`src/rtl/load_store_unit.sv`:
```
// Load/store unit: turns one decoded load or store into a single data-memory
// request, with byte/half lane steering, load extension and an ack timeout.
module load_store_unit #(
  parameter int unsigned TIMEOUT = 16
) (
  input  logic        clk_i,
  input  logic        rst_i_l,
  input  logic        mem_rd_w_i_h,
  input  logic        mem_wr_w_i_h,
  input  logic [2:0]  funct3_w_i,
  input  logic [31:0] addr_w_i,
  input  logic [31:0] wdata_w_i,
  output logic [31:0] rdata_w_o,
  output logic        stall_w_o_h,
  output logic        err_w_o_h,
  output logic        dmem_req_w_o_h,
  output logic        dmem_we_w_o_h,
  output logic [31:0] dmem_addr_w_o,
  output logic [3:0]  dmem_be_w_o,
  output logic [31:0] dmem_wdata_w_o,
  input  logic [31:0] dmem_rdata_w_i,
  input  logic        dmem_ack_w_i_h,
  output logic [1:0]  state_dbg_o
);
  // dmem handshake: dmem_req is held with stable addr/be/wdata/we until a
  // single-cycle dmem_ack; the access completes on the cycle ack is seen.
  typedef enum logic [1:0] {S_IDLE, S_REQ, S_DONE, S_ERR} state_t;

  state_t      state_q, state_d;
  logic [7:0]  cnt_q, cnt_d;
  logic [31:0] addr_q, addr_d;
  logic [31:0] wdata_q, wdata_d;
  logic [2:0]  funct3_q, funct3_d;
  logic        we_q, we_d;
  logic [31:0] rdata_q, rdata_d;

  logic        f3_ok, misaligned, illegal;
  logic [31:0] lane;
  logic [31:0] load_ext;

  always_comb begin
    f3_ok = 1'b0;
    case (funct3_w_i)
      3'b000, 3'b001, 3'b010: f3_ok = 1'b1;
      3'b100, 3'b101:         f3_ok = mem_rd_w_i_h;
      default:                f3_ok = 1'b0;
    endcase
  end

  assign misaligned = ((funct3_w_i[1:0] == 2'b01) && addr_w_i[0]) ||
                      ((funct3_w_i[1:0] == 2'b10) && (addr_w_i[1:0] != 2'b00));
  assign illegal    = (mem_rd_w_i_h && mem_wr_w_i_h) || !f3_ok || misaligned;

  // Shift the addressed lane down to bit 0 before extension.
  assign lane = dmem_rdata_w_i >> {addr_q[1:0], 3'b000};

  always_comb begin
    load_ext = dmem_rdata_w_i;
    case (funct3_q)
      3'b000:  load_ext = {{24{lane[7]}}, lane[7:0]};
      3'b001:  load_ext = {{16{lane[15]}}, lane[15:0]};
      3'b100:  load_ext = {24'd0, lane[7:0]};
      3'b101:  load_ext = {16'd0, lane[15:0]};
      default: load_ext = dmem_rdata_w_i;
    endcase
  end

  always_comb begin
    state_d  = state_q;
    cnt_d    = cnt_q;
    addr_d   = addr_q;
    wdata_d  = wdata_q;
    funct3_d = funct3_q;
    we_d     = we_q;
    rdata_d  = rdata_q;
    case (state_q)
      S_IDLE: begin
        cnt_d = 8'd0;
        if (mem_rd_w_i_h || mem_wr_w_i_h) begin
          if (illegal) begin
            state_d = S_ERR;
          end else begin
            addr_d   = addr_w_i;
            wdata_d  = wdata_w_i;
            funct3_d = funct3_w_i;
            we_d     = mem_wr_w_i_h;
            state_d  = S_REQ;
          end
        end
      end
      S_REQ: begin
        if (dmem_ack_w_i_h) begin
          rdata_d = we_q ? 32'd0 : load_ext;
          cnt_d   = 8'd0;
          state_d = S_DONE;
        end else if (cnt_q == 8'(TIMEOUT - 1)) begin
          cnt_d   = 8'd0;
          state_d = S_ERR;
        end else begin
          cnt_d = cnt_q + 8'd1;
        end
      end
      S_DONE:  state_d = S_IDLE;
      S_ERR:   state_d = S_IDLE;
      default: state_d = S_IDLE;
    endcase
  end

  always_ff @(posedge clk_i) begin
    if (!rst_i_l) begin
      state_q  <= S_IDLE;
      cnt_q    <= 8'd0;
      addr_q   <= 32'd0;
      wdata_q  <= 32'd0;
      funct3_q <= 3'd0;
      we_q     <= 1'b0;
      rdata_q  <= 32'd0;
    end else begin
      state_q  <= state_d;
      cnt_q    <= cnt_d;
      addr_q   <= addr_d;
      wdata_q  <= wdata_d;
      funct3_q <= funct3_d;
      we_q     <= we_d;
      rdata_q  <= rdata_d;
    end
  end

  logic in_req;
  assign in_req = (state_q == S_REQ);

  always_comb begin
    dmem_be_w_o    = 4'b0000;
    dmem_wdata_w_o = 32'd0;
    if (in_req) begin
      case (funct3_q[1:0])
        2'b00: begin
          dmem_be_w_o    = 4'b0001 << addr_q[1:0];
          dmem_wdata_w_o = {4{wdata_q[7:0]}};
        end
        2'b01: begin
          dmem_be_w_o    = addr_q[1] ? 4'b1100 : 4'b0011;
          dmem_wdata_w_o = {2{wdata_q[15:0]}};
        end
        default: begin
          dmem_be_w_o    = 4'b1111;
          dmem_wdata_w_o = wdata_q;
        end
      endcase
    end
  end

  // Stall is combinational in IDLE so the pipeline freezes on the request cycle.
  assign stall_w_o_h    = rst_i_l && (in_req ||
                          ((state_q == S_IDLE) && (mem_rd_w_i_h || mem_wr_w_i_h)));
  assign err_w_o_h      = (state_q == S_ERR);
  assign rdata_w_o      = (state_q == S_DONE) ? rdata_q : 32'd0;
  assign dmem_req_w_o_h = in_req;
  assign dmem_we_w_o_h  = in_req && we_q;
  assign dmem_addr_w_o  = in_req ? {addr_q[31:2], 2'b00} : 32'd0;
  assign state_dbg_o    = state_q;
endmodule

```
`config.mk`:
```
export PLATFORM = sky130hd
export DESIGN_NAME = load_store_unit
export DESIGN_NICKNAME = d
export VERILOG_FILES = /design/src/rtl/load_store_unit.sv
export SDC_FILE = /design/constraint.sdc
export NUM_CORES = 1
export LEC_CHECK = 0
export ABC_AREA = 1
export CAP_MARGIN = 20
export CELL_PAD_IN_SITES_DETAIL_PLACEMENT = 0
export CELL_PAD_IN_SITES_GLOBAL_PLACEMENT = 2
export CORE_MARGIN = 4
export CORE_UTILIZATION = 23
export CTS_BUF_LIST = sky130_fd_sc_hd__clkbuf_2 sky130_fd_sc_hd__clkbuf_4 sky130_fd_sc_hd__clkbuf_8
export DETAILED_ROUTE_END_ITERATION = 16
export HOLD_SLACK_MARGIN = 0.05
export PLACE_DENSITY_LB_ADDON = 0.1
export SLEW_MARGIN = 20
export SYNTH_ARGS = -nofsm -noshare
export SYNTH_HDL_FRONTEND = slang
export SYNTH_SLANG_ARGS = --single-unit
```
`constraint.sdc`:
```
create_clock -name clk_i -period 1.51 [get_ports clk_i]
set_clock_uncertainty 0.1 [all_clocks]
set_input_delay 0.151 -clock clk_i [delete_from_list [all_inputs] [get_ports clk_i]]
set_output_delay 0.151 -clock clk_i [all_outputs]
set_load 0.1 [all_outputs]
```
# Word-level counts from Yosys, hierarchy flattened

Index checks and enable logic that the tools add are counted.

Multipliers: 0
Shifts and indexed selects: 2
Add/subtract/negate cells: 1
Div/mod/pow operators: 0
Equality and inequality tests: 16
Bitwise logic cells: 1
$lt $le $gt $ge: 0
Muxes and demuxes: 18
Reduce and logical (&&, ||, !) cells: 24

Operators with widths:

| kind                                                 | count |
|---|---|
| 2-to-1 mux 32 bit                                    | 4 |
| case mux 32 bit (4 select lines)                     | 1 |
| case mux 32 bit (2 select lines)                     | 1 |
| right shift 32 x 5 -> 16 bit                         | 1 |
| 2-to-1 mux 8 bit                                     | 2 |
| case mux 8 bit (2 select lines)                      | 1 |
| equality test 3 bit (second input constant)          | 4 |
| adder 8 x 1 -> 8 bit (second input constant)         | 1 |
| equality test 8 x 4 -> 1 bit (second input constant) | 1 |
| 2-to-1 mux 2 bit                                     | 4 |
| 2-to-1 mux 4 bit                                     | 2 |
| case mux 4 bit (2 select lines)                      | 1 |
| equality test 2 x 1 -> 1 bit (second input constant) | 3 |
| equality test 2 bit (second input constant)          | 3 |
| equality test 3 x 1 -> 1 bit (second input constant) | 2 |
| logical AND 1 bit                                    | 6 |
| zero test 3 bit                                      | 2 |
| case mux 2 bit (3 select lines)                      | 1 |
| logical OR 1 bit                                     | 5 |
| zero test 2 bit                                      | 2 |
| AND reduction 2 bit                                  | 2 |
| nonzero test 2 bit                                   | 2 |
| OR reduction 2 bit                                   | 2 |
| << shifter 1 x 2 -> 4 bit (first input constant)     | 1 |
| 8 further kinds                                      | 8 |

Input port bits: 104
Bits in latches: 0
Word-level logic and storage cells: 69
Output and inout port bits: 106
Register bits: 110
RAM bits: 0
Bits in read-only memories: 0
Memories kept: 0

# Longest topological paths before layout

Depth in word-level cells: 9
Gate-level depth with buffers: 11

# Worst setup path before layout

OpenSTA, ideal clock, no wires.

Path type: register -> register
From: register state_q[0] (netlist: state_dbg_o[0])
To: register state_q[1] (netlist: state_dbg_o[1])
Arrival time: 3,753 ps
Cell stages (with the launch flop): 5
Library setup time: 80 ps
Clock period less this slack: 3,933 ps
Required time: 1,330 ps
Path slack: -2,423 ps
Cell sequence: dfxtp_1 -> nor3_1 -> nor3_1 -> o21ai_0 -> a21oi_1

Cells in the longest elaborated chain, start to end: 3

RTL lines:

| what                                                                          | RTL line | text |
|---|---|---|
| start, declared                                                               | 29       | `state_t state_q, state_d;` |
| start signal, assigned                                                        | 119      | `state_q <= state_d;` |
| equality test 2 bit, or another cell as far along                             | 76       | `case (state_q)` |
| OR reduction 2 bit (no line), or another cell as far along                    | --       |  |
| case mux 2 bit (3 select lines) / AND reduction 2 bit (equally long branches) | --       |  |

Parallel ways exist; a longest one is shown, timed or not.
A chain may end at the register's enable or synchronous reset.

# Final worst setup path

From: register state_q[1] (netlist: state_dbg_o[1])
To: output dmem_wdata_w_o[20]

Cells in the longest elaborated chain, start to end: 2

RTL lines:

| what                         | RTL line | text |
|---|---|---|
| equality test 2 x 1 -> 1 bit | 130      | `assign in_req = (state_q == S_REQ);` |
| 2-to-1 mux 32 bit            | 135      | `if (in_req) begin` |
| end, declared                | 20       | `output logic [31:0] dmem_wdata_w_o,` |

No other way between the ends.

==> impl_metrics.json <==
{
  "status": "finished with violations",
  "violations": "setup timing",
  "ant_nets": 0,
  "ys_warn_count": 0,
  "cpMostUsedCell": "buf_12",
  "drive_above_1_share_pct": 44.4,
  "path_cells": "nor2_4, buf_12, buf_16, buf_12, o21ai_2, a21oi_4, buf_12",
  "drv_cap": 0,
  "io_pins": 210,
  "drcViolationCount": 0,
  "synth_cell_types": 30,
  "port_buffers": 207,
  "routedWlPerCell_microns": 16.6,
  "antenna_found_initial": 4,
  "gp_congestion": 0.810,
  "die_w_microns": 163,
  "drt_pre_antenna_iters": 4,
  "drt_iter0_markers": 216,
  "pwr-share-clk_pct": 22.8,
  "worst_path_largest_cell_delay_ns": 0.38,
  "core-area_sq_um": 23600,
  "setup_violations": 203,
  "initial_core_util_pct": 23.5,
  "p_int_mw": 5.77,
  "slowest_stage": "dfxtp_4",
  "seq_power_share_pct": 34.2,
  "grt_pass1_vias": 6672,
  "swShare_pct": 37.8,
  "regToRegSetupSlack_ns": -0.35,
  "min-delay-path-class": "primary input to flip-flop",
  "yosysTopAreaCell": "dfxtp_1",
  "maxSlewViolCount": 0,
  "synthCells": 851,
  "clock_latency_ns": 0.39,
  "via_count": 6526,
  "power.switching_mw": 3.51,
  "cp.arrival_ns": 1.69,
  "end_kind": "output port",
  "grt_max_degree": 44,
  "wirelength_microns": 24500,
  "setup_tns_ns": -60.81,
  "worst-setup-path-type": "flip-flop to output port",
  "crit_fanout": 5,
  "cts_tree": "built",
  "post-route-min-period_ns": 1.94,
  "overflow": 0,
  "syn_avg_cell_area_sq_um": 6.52,
  "instances_no_fill": 1471,
  "leakage_nw": 4.47,
  "syn_area_sq_um": 5550,
  "setup_slack_ns": -0.430,
  "ys_seq_elements": 110,
  "clock-sinks": 110,
  "numCtsBuffers": 9,
  "ir_drop_mv": 0.424,
  "htree_levels": 3,
  "avgViaCountPerCell": 4.44,
  "yosys-top-cells-area": "dfxtp_1 40%, nor2_1 12%, a21oi_1 11%",
  "dp_cells": 1400,
  "fp.dieH_microns": 163,
  "cp-start-kind": "flip-flop",
  "cts_buffer_depth": 2,
  "placementRows": 56,
  "dp_hpwl_microns": 16200,
  "grt_first_pass_wirelength_microns": 37300,
  "clk_pin_slew_ns": 0.12,
  "crit_required_ns": 1.26,
  "die-area_sq_um": 26700,
  "rsz0062_at_grt": "yes",
  "fin_crit_sh_pct": 128,
  "fmax_ghz": 0.515,
  "p_comb_share_pct": 43.0,
  "nNetsFinal": 1251,
  "area_delta_synth_final_pct": 123,
  "grtUsageTotal_pct": 17.8,
  "ys_seq_area_share_pct": 39.7,
  "power_density_nw_per_um2": 749,
  "hold_viol": 0,
  "synth_top_area_share_pct": 39.7,
  "root_buffer": "clkbuf_8"
}
[worst max-delay path: cells and delay by family, from the launching register on]
kind	cells	cell delay [ns]
buffers and inverters	4	0.55
flip-flops	1	0.38
AO/OA/AOI/OAI	2	0.22
AND/OR/NAND/NOR	1	0.13
[routing by layer]
layer	GRT usage (%)	part of all wire (%)	vias up	routed length, microns
li1	-	-	3317	-
met1	22.1	43	3010	10500
met2	29.8	48	160	11800
met3	6.16	7.1	31	1750
met4	4.42	1.6	8	388
met5	0	0.22	-	55
[power groups by stage]
stage / clock [mW] / combinational, mW / sequential (mW)
final: 2.12 / 3.99 / 3.18
after global routing: 2.33 / 4.22 / 3.20
after CTS: 2.22 / 3.74 / 3.17
after detailed placement: 0 / 3.12 / 3.24
after global placement: 0 / 3.12 / 3.23
after floorplan: 0 / 1.92 / 3.26
[state kept, by name (all words and copies together) (netlist names)]
register / cells
addr_q: 32
rdata_q: 32
wdata_q: 32
cnt_q: 8
funct3_q: 3
state_dbg_o: 2
we_q: 1
[layout by cell type (no fill, tap or decap), types with 14 or more instances in the layout]
cell	netlist	routed
nor2_1	179	86
nand2_1	121	115
nor2_4	1	88
a21oi_2	0	37
o21ai_2	0	66
inv_1	102	99
buf_12	0	129
buf_6	6	18
buf_16	0	19
a21oi_1	118	65
o21ai_0	97	14
buf_4	5	55
a21oi_4	0	16
clkdlybuf4s50_1	0	102
dfxtp_1	110	106
[kinds of logic after synthesis]
logic type,after synthesis,synth area share (%)
other,1,0.0675
AND/OR/NAND/NOR,330,24.0
AO/OA/AOI/OAI,242,22.9
XOR/XNOR,4,0.631
adder cells (fa/ha/maj),1,0.225
flip-flops,110,39.7
buffers and inverters,163,12.6
[stage by stage]
stage                     cell area, sq um  setup slack (ns)  util [%]  power, mW  hold WS (ns)
after floorplan                       6580            -0.437         -       5.18         0.159
after global placement               10400            -0.368      44.1       6.36         0.355
after detailed placement             10400            -0.443      44.1       6.36         0.356
after CTS                            11900            -0.481      50.2       9.14        0.0677
after global routing                 12400            -0.497      52.5       9.75         0.157
final                                12400            -0.430      52.5       9.29         0.110
[cell usage after synthesis]
library cell	number
nand2_2	3
xor2_1	4
a2111oi_0	1
conb_1	1
a21oi_1	118
buf_2	15
nor2_4	1
nor2_8	1
nand3_4	1
nand3_1	9
nand4_1	3
nor2_2	2
o22ai_1	13
inv_2	6
buf_6	6
nor3_1	8
nand2_4	2
o211ai_1	7
nor2_1	179
inv_1	102
ha_1	1
buf_4	5
clkbuf_1	22
a211oi_2	1
nand2_1	121
o21ai_0	97
buf_1	6
dfxtp_1	110
o31ai_1	5
inv_4	1
[timing repair]
| action | in CTS | in global routing |
|---|---|---|
| gates resized for setup | 176 | 115 |
| endpoints found under the hold margin | 2 | 0 |
| endpoints found under the setup margin | 194 | 209 |
| setup buffers | 27 | 14 |
| pin swaps | 30 | 40 |
| hold buffers | 1 | 0 |
| gates cloned | 20 | 6 |
[path summary, 6_finish.rpt]
| check | from | end | cells past startpoint |
|---|---|---|---|
| worst max register to register | state_dbg_o[1] | rdata_q[4] | 10 |
| worst min-delay path | rst_i_l | state_dbg_o[1] | 5 |
| worst min register to register | rdata_q[3] | rdata_q[3] | 2 |
| worst max-delay path | state_dbg_o[1] | dmem_wdata_w_o[20] | 7 |
[area by class of cell]
class / instances / area (sq um)
fill: 2232 / 11200
timing repair buffer: 336 / 4970
multi-input combinational: 580 / 4150
sequential: 110 / 2210
inverter: 109 / 440
tap: 319 / 399
clock buffer: 9 / 124
clock inverter: 7 / 104
antenna: 1 / 2.50
Power figures use the tool's default switching activity.
